**config.mk**
```make
export PLATFORM = sky130hd
export DESIGN_NAME = jp_pad_emu_flat
export DESIGN_NICKNAME = d
export VERILOG_FILES = /design/src/rtl/jp_pkg.sv /design/src/rtl/jp_pad_emu_if.sv /design/src/rtl/jp_pad_emu_debounce.sv /design/src/rtl/jp_pad_emu.sv /design/src/flat_wrapper.sv
export SDC_FILE = /design/constraint.sdc
export NUM_CORES = 1
export LEC_CHECK = 0
export ABC_AREA = 1
export BUFFER_PORTS_ARGS = -buffer_cell sky130_fd_sc_hd__buf_2
export CAP_MARGIN = 40
export CORE_MARGIN = 5
export CORE_UTILIZATION = 25
export DETAILED_ROUTE_END_ITERATION = 10
export PLACE_DENSITY = 0.36
export SYNTH_ARGS = -nofsm -noshare
export SYNTH_HDL_FRONTEND = slang
export SYNTH_SLANG_ARGS = --single-unit
```
**constraint.sdc**
```tcl
create_clock -name clk_in -period 2.5 [get_ports clk_in]
set_input_delay 0.375 -clock clk_in [delete_from_list [all_inputs] [get_ports clk_in]]
set_output_delay 0.375 -clock clk_in [all_outputs]
set_load 0.05 [all_outputs]
```
**src/rtl/jp_pkg.sv**
```systemverilog
// Shared constants for the NES joypad emulator: button indices and shifter limits.
package jp_pkg;

    localparam int JP_BTN_A      = 0;
    localparam int JP_BTN_B      = 1;
    localparam int JP_BTN_SELECT = 2;
    localparam int JP_BTN_START  = 3;
    localparam int JP_BTN_UP     = 4;
    localparam int JP_BTN_DOWN   = 5;
    localparam int JP_BTN_LEFT   = 6;
    localparam int JP_BTN_RIGHT  = 7;

    localparam int JP_NUM_BTNS = 8;

    // Shift count at which the pad reports 1 forever, as an official pad does.
    localparam logic [3:0] JP_SHIFT_DONE = 4'd8;

endpackage

```
**src/rtl/jp_pad_emu_if.sv**
```systemverilog
// Joypad port between the rp2a03 (master: clock/latch) and the pad (slave: data).
interface jp_pad_emu_if;

    logic jp_clk_in;
    logic jp_latch_in;
    logic jp_data_out;

    modport master (
        output jp_clk_in,
        output jp_latch_in,
        input  jp_data_out
    );

    modport slave (
        input  jp_clk_in,
        input  jp_latch_in,
        output jp_data_out
    );

endinterface

```
**src/rtl/jp_pad_emu_debounce.sv**
```systemverilog
// One button: 2-flop synchronizer followed by a stable-bit debouncer that
// only accepts a change held for DEBOUNCE_CYCLES consecutive cycles.
module btn_debounce #(
    parameter int DEBOUNCE_CYCLES = 1_000_000
) (
    input  logic clk_in,
    input  logic rst_in,
    input  logic d_in,
    output logic q_out
);

    localparam int CW = $clog2(DEBOUNCE_CYCLES);
    localparam logic [CW-1:0] CNT_LAST = CW'(DEBOUNCE_CYCLES - 1);

    logic          sync1_r;
    logic          sync2_r;
    logic          stable_r;
    logic [CW-1:0] count_r;
    logic          stable_s;
    logic [CW-1:0] count_s;

    // Synchronizer chain for the asynchronous button level.
    always_ff @(posedge clk_in) begin
        if (rst_in) begin
            sync1_r <= 1'b0;
            sync2_r <= 1'b0;
        end else begin
            sync1_r <= d_in;
            sync2_r <= sync1_r;
        end
    end

    // Any cycle that agrees with the stable bit restarts the count, so short glitches are dropped.
    always_comb begin
        stable_s = stable_r;
        count_s  = count_r;
        if (sync2_r == stable_r) begin
            count_s = {CW{1'b0}};
        end else if (count_r == CNT_LAST) begin
            stable_s = ~stable_r;
            count_s  = {CW{1'b0}};
        end else begin
            count_s = count_r + {{(CW-1){1'b0}}, 1'b1};
        end
    end

    // Debounce state registers.
    always_ff @(posedge clk_in) begin
        if (rst_in) begin
            stable_r <= 1'b0;
            count_r  <= {CW{1'b0}};
        end else begin
            stable_r <= stable_s;
            count_r  <= count_s;
        end
    end

    assign q_out = stable_r;

endmodule

```
**src/rtl/jp_pad_emu.sv**
```systemverilog
// NES standard-controller emulator: debounced buttons presented on the
// rp2a03 joypad port as the latch/clock serial shift register of a real pad.
module jp_pad_emu
    import jp_pkg::*;
#(
    parameter int DEBOUNCE_CYCLES = 1_000_000
) (
    input  logic                   clk_in,
    input  logic                   rst_in,
    input  logic [JP_NUM_BTNS-1:0] btn_in,
    jp_pad_emu_if.slave            jp,
    output logic [JP_NUM_BTNS-1:0] btn_state_out
);

    logic                   jp_clk_q;
    logic                   clk_rise_s;
    logic [JP_NUM_BTNS-1:0] shreg_r;
    logic [3:0]             cnt_r;
    logic [JP_NUM_BTNS-1:0] shreg_s;
    logic [3:0]             cnt_s;

    for (genvar i = 0; i < JP_NUM_BTNS; i++) begin : g_btn
        btn_debounce #(
            .DEBOUNCE_CYCLES(DEBOUNCE_CYCLES)
        ) u_debounce (
            .clk_in (clk_in),
            .rst_in (rst_in),
            .d_in   (btn_in[i]),
            .q_out  (btn_state_out[i])
        );
    end

    assign clk_rise_s = jp.jp_clk_in & ~jp_clk_q;

    // Latch reloads every cycle and wins over a coincident clock rise;
    // debounce changes reach shreg only through a reload.
    always_comb begin
        shreg_s = shreg_r;
        cnt_s   = cnt_r;
        if (jp.jp_latch_in) begin
            shreg_s = btn_state_out;
            cnt_s   = 4'd0;
        end else if (clk_rise_s && (cnt_r != JP_SHIFT_DONE)) begin
            shreg_s = {1'b0, shreg_r[JP_NUM_BTNS-1:1]};
            cnt_s   = cnt_r + 4'd1;
        end else begin
            shreg_s = shreg_r;
            cnt_s   = cnt_r;
        end
    end

    // Edge-detect and shifter registers.
    always_ff @(posedge clk_in) begin
        if (rst_in) begin
            jp_clk_q <= 1'b0;
            shreg_r  <= {JP_NUM_BTNS{1'b0}};
            cnt_r    <= 4'd0;
        end else begin
            jp_clk_q <= jp.jp_clk_in;
            shreg_r  <= shreg_s;
            cnt_r    <= cnt_s;
        end
    end

    assign jp.jp_data_out = (cnt_r == JP_SHIFT_DONE) ? 1'b1 : shreg_r[0];

endmodule

```
**src/flat_wrapper.sv**
```systemverilog
// flat-port wrapper written by rule: the top's interface ports become plain ports
module jp_pad_emu_flat import jp_pkg::*;
#(
    parameter int DEBOUNCE_CYCLES = 1_000_000
)
  (clk_in, rst_in, btn_in, btn_state_out, jp_jp_clk_in, jp_jp_latch_in, jp_jp_data_out);
  jp_pad_emu_if jp_i ();
  input  logic clk_in;
  input  logic rst_in;
  input  logic [JP_NUM_BTNS-1:0] btn_in;
  output logic [JP_NUM_BTNS-1:0] btn_state_out;
  input wire logic [$bits(jp_i.jp_clk_in)-1:0] jp_jp_clk_in;
  input wire logic [$bits(jp_i.jp_latch_in)-1:0] jp_jp_latch_in;
  output wire logic [$bits(jp_i.jp_data_out)-1:0] jp_jp_data_out;
  assign jp_i.jp_clk_in = jp_jp_clk_in;
  assign jp_i.jp_latch_in = jp_jp_latch_in;
  assign jp_jp_data_out = jp_i.jp_data_out;
  jp_pad_emu #(.DEBOUNCE_CYCLES(DEBOUNCE_CYCLES)) u_core (.clk_in(clk_in), .rst_in(rst_in), .btn_in(btn_in), .jp(jp_i), .btn_state_out(btn_state_out));
endmodule
```
**Word-level counts from Yosys, hierarchy flattened**

Index checks and enable logic that the tools add are counted.

- $add $sub $neg: 9
- Equality and inequality tests: 18
- Muxes and demuxes: 3
- Bitwise logic cells: 18
- Reduce and logical (&&, ||, !) cells: 19

Operators by type and width:

| operator | number |
|---|---|
| $add 20x1->20 const B | 8 |
| $eq 20x20->1 const B | 8 |
| $reduce_or 3->1 | 8 |
| $not 1->1 | 17 |
| $mux 8 | 2 |
| $reduce_and 2->1 | 8 |
| $eq 1x1->1 | 8 |
| $add 4x1->4 const B | 1 |
| $eq 4x4->1 const B | 1 |
| $ne 4x4->1 const B | 1 |
| $reduce_bool 2->1 | 1 |
| $reduce_or 2->1 | 1 |
| $and 1x1->1 | 1 |
| $logic_and 1x1->1 | 1 |
| $mux 1 | 1 |

- Register bits after elaboration: 197
- Output and inout port bits: 9

**Depth between registers and ports, before layout**

- Word-level depth: 5
- Depth in mapped cells: 9

**Modules after synthesis**

From an unflattened synthesis, not the netlist that was laid out.

- Cell total of the unflattened synthesis: 1400
- Area total of the unflattened synthesis: 10104.7 sq um

By module, submodules not included:

| module | instances | cells each | area each (sq um) |
|---|---|---|---|
| btn_debounce | 8 | 163 | 1168.6 |
| jp_pad_emu | 1 | 96 | 755.7 |

**Worst setup path before layout**

OpenSTA, ideal clock, no wires.

- Path kind: register to output
- From: register u_core.cnt_r[0]
- To: output jp_jp_data_out
- Arrival time: 1.351 ns
- Required time: 2.125 ns
- Setup slack: 0.774 ns
- Stages on the path, launching flop included: 5
- Buffers on the path: 0
- Path through: dfxtp_1 -> inv_1 -> ha_1 -> nand2_2 -> o21bai_1

- Word-level cells in the longest chain between the ends: 2

Ends and longest elaborated chain:

| what | RTL line | source |
|---|---|---|
| from (decl) | jp_pad_emu.sv:18 | `logic [3:0] cnt_r;` |
| from (signal assigned) | jp_pad_emu.sv:61 | `cnt_r <= cnt_s;` |
| $eq 4x4->1 | jp_pad_emu.sv:65 | `assign jp.jp_data_out = (cnt_r == JP_SHIFT_DONE) ? 1'b1 : shreg_r[0];` |
| $mux 1 | jp_pad_emu.sv:65 |  |
| to (decl) | flat_wrapper.sv:14 | `output wire logic [$bits(jp_i.jp_data_out)-1:0] jp_jp_data_out;` |

Every way passes these cells.

**Final worst setup path**

Ends and elaborated chain as after synthesis.

==> flow_summary.toml <==
[outcome]
outcome = "complete, no violations"

[route]
wirelength_um = 22610
routedWlPerCell_um = 11.39
vias = 8232
viasPerCell = 4.147
drt_iter0_drc = 348
antenna_left = 0
drtPass1Iterations = 5
drc = 0

[pwr]
p_sw_uw = 1392
irDropWorstVdd_uv = 419.0
swShare = 0.2234
internal-power_uw = 4841
power_density_mw_per_mm2 = 567.8
pwr-share-seq = 0.509
clkPwrFrac = 0.472
power_uw = 6234
power_leakage_uw = 0.003443
pwr-share-comb = 0.019

[placement]
gp_congestion = 0.7686
hpwl_um = 16780
port-buffer-count = 20

[worst_setup_path]
reg2regPathDepth = 6
cp-endpoint = "jp_jp_data_out"
critPathLaunch = "u_core.cnt_r[0]"
startpoint_type = "register"
crit_arrival_ns = 1.59
cp_max_fo = 3
r2r-end = "u_core.g_btn[6].u_debounce.count_r[14]"
ff2ff_setup_slack_ns = 0.80
reg2reg_from = "u_core.g_btn[6].u_debounce.count_r[0]"
crit_path_end_kind = "output port"
cp.required_ns = 2.12
critPathKind = "register to output port"

[synth]
yosysWarnings = 0
yosysTopAreaCell = "dfxtp_1"
synthCells = 1435
synth.area.top_cells = "dfxtp_1 (40%), nand2_1 (13%), nor2_1 (13%)"
synth_top_area_frac = 0.4039
netlist_area_mm2 = 0.009763
ys_seq_area_frac = 0.4039
synth.net_count = 1457
ys_ff_latch = 197
synth_cell_types = 34
syn_avg_cell_area_um2 = 6.804

[floorplan]
start_util = 0.2526
coreArea_mm2 = 0.03865
top_level_ports = 21
die-area_mm2 = 0.04310
die_h_um = 207.6
row_count = 72
fp.dieW_um = 207.6

[sta]
rsz0062_at_grt = "false"
fin_crit_sh = 0.7871
tns_ns = 0
hold_viol_final = 0
fin_crit_ns = 1.968
drv_slew = 0
fmax_mhz = 508.2
worstMarginPinSlew_ns = 0.4909
relSlewSlack = 0.6716
finalSetupViolations = 0
skew_ns = 0.007614

[final_layout]
fillers = 4254
drive_above_1_share = 0.07907
multi_input_area_mm2 = 0.005072
nNetsFinal = 1476
ff_latch_area_mm2 = 0.003944
area_growth_pct = 12.46
layout.cells.most_common = "nand2_1"
final_cell_mix = "nand2_1 (347), nor2_1 (339), dfxtp_1 (197), inv_1 (146), nand3_1 (88)"
n_antenna_cell = 0

[run]
cap_violations = 0

[cts]
cts.sinks = 197
cts_buffers = 17
root_buffer = "clkbuf_16"
h-tree-depth = 4
cts_hold_buf = 0
clk_latency_ns = 0.44
postCtsSetupRepairBufs = 0
clkSlewWorstSetupHoldPaths_ns = 0.07
cts.path.max_buffers = 2
ctsResizeCount = 0
cts_tree = "yes"

[hold_path]
hp-class = "primary input to register"

[grt]
grt_antenna_before_repair = 0
grt_pass1_vias = 7967
grt_pass1_wl_um = 38400
grt_overflow = 0
grt_max_degree = 30
track_usage = 0.1063
[power by group through the flow]
stage | logic, uW | registers, uW | clock network, uW
finish | 117 | 3170 | 2940
global route | 136 | 3170 | 3210
CTS | 122 | 3170 | 3110
detailed placement | 121 | 3250 | 0
global placement | 122 | 3250 | 0
floorplan | 89.5 | 3240 | 0
[through the flow]
step	hold WS, ns	instance area (um2)	instances	setup slack [ns]	util
finish	0.1647	10980	1985	0.5322	0.2841
global route	0.1413	10980	1985	0.3979	0.2841
CTS	0.1355	10980	1985	0.4668	0.2841
detailed placement	0.3931	10350	1953	0.7901	0.2679
global placement	0.3899	10350	1953	0.8102	0.2679
floorplan	0.3883	9763	1435	0.7736	-
[logic make-up after synthesis]
family,share of synthesized area
mux,0.003076
flops,0.4039
xor+xnor,0.06280
compound gates,0.05754
fa+ha+maj,0.01282
buf+inv,0.07651
simple gates,0.3833
[critical path, stage by stage (launching register included)]
cell	delay [ns]
dfxtp_1	0.33
inv_1	0.09
ha_1	0.16
nand2_2	0.07
o21bai_1	0.20
buf_2	0.30
[Yosys cell counts, drive strengths merged]
master	n
nor3	7
clkbuf	2
mux2i	3
xnor2	30
o21ai	23
or2	19
nand4	22
dfxtp	197
xor2	40
inv	149
nor2b	1
and2	1
a31oi	2
o21bai	5
ha	10
nor3b	1
nor2	363
a21oi	71
nand2	359
buf	22
nand3b	4
nand3	100
a211oi	4
[final cells by class]
class,instances,area share
clock buffer,19,0.04125
multi-input combinational,1065,0.4620
tap,518,0.05903
timing repair buffer,24,0.01185
clock inverter,13,0.01573
inverter,149,0.05094
sequential,197,0.3592
[sequential cells by signal (all words and copies together) (netlist names)]
signal,flops
u_core.cnt_r,4
u_core.g_btn.u_debounce.count_r,160
u_core.g_btn.u_debounce.q_out,8
u_core.g_btn.u_debounce.sync1_r,8
u_core.g_btn.u_debounce.sync2_r,8
u_core.jp_clk_q,1
u_core.shreg_r,8
[how the worst min path moves through the flow]
stage,from,to,slack [ns],cells past startpoint
2_1_floorplan,u_core.g_btn[0].u_debounce.sync1_r,u_core.g_btn[0].u_debounce.sync2_r,0.39,2
3_3_place_gp,u_core.g_btn[5].u_debounce.sync1_r,u_core.g_btn[5].u_debounce.sync2_r,0.39,2
3_5_place_dp,u_core.g_btn[1].u_debounce.sync1_r,u_core.g_btn[1].u_debounce.sync2_r,0.39,2
4_1_cts,btn_in[1],u_core.g_btn[1].u_debounce.sync1_r,0.14,3
5_1_grt,btn_in[1],u_core.g_btn[1].u_debounce.sync1_r,0.14,3
6_report,btn_in[0],u_core.g_btn[0].u_debounce.sync1_r,0.16,3
[per-layer routing]
metal / vias up / track usage / share of wire
met5: - / 0 / 0
met2: 66 / 0.1772 / 0.46
met1: 3651 / 0.1394 / 0.50
li1: 4503 / - / -
met3: 12 / 0.02478 / 0.028
met4: 0 / 0.02763 / 0.0093
Note: power is estimated with default switching activity, not from simulation.
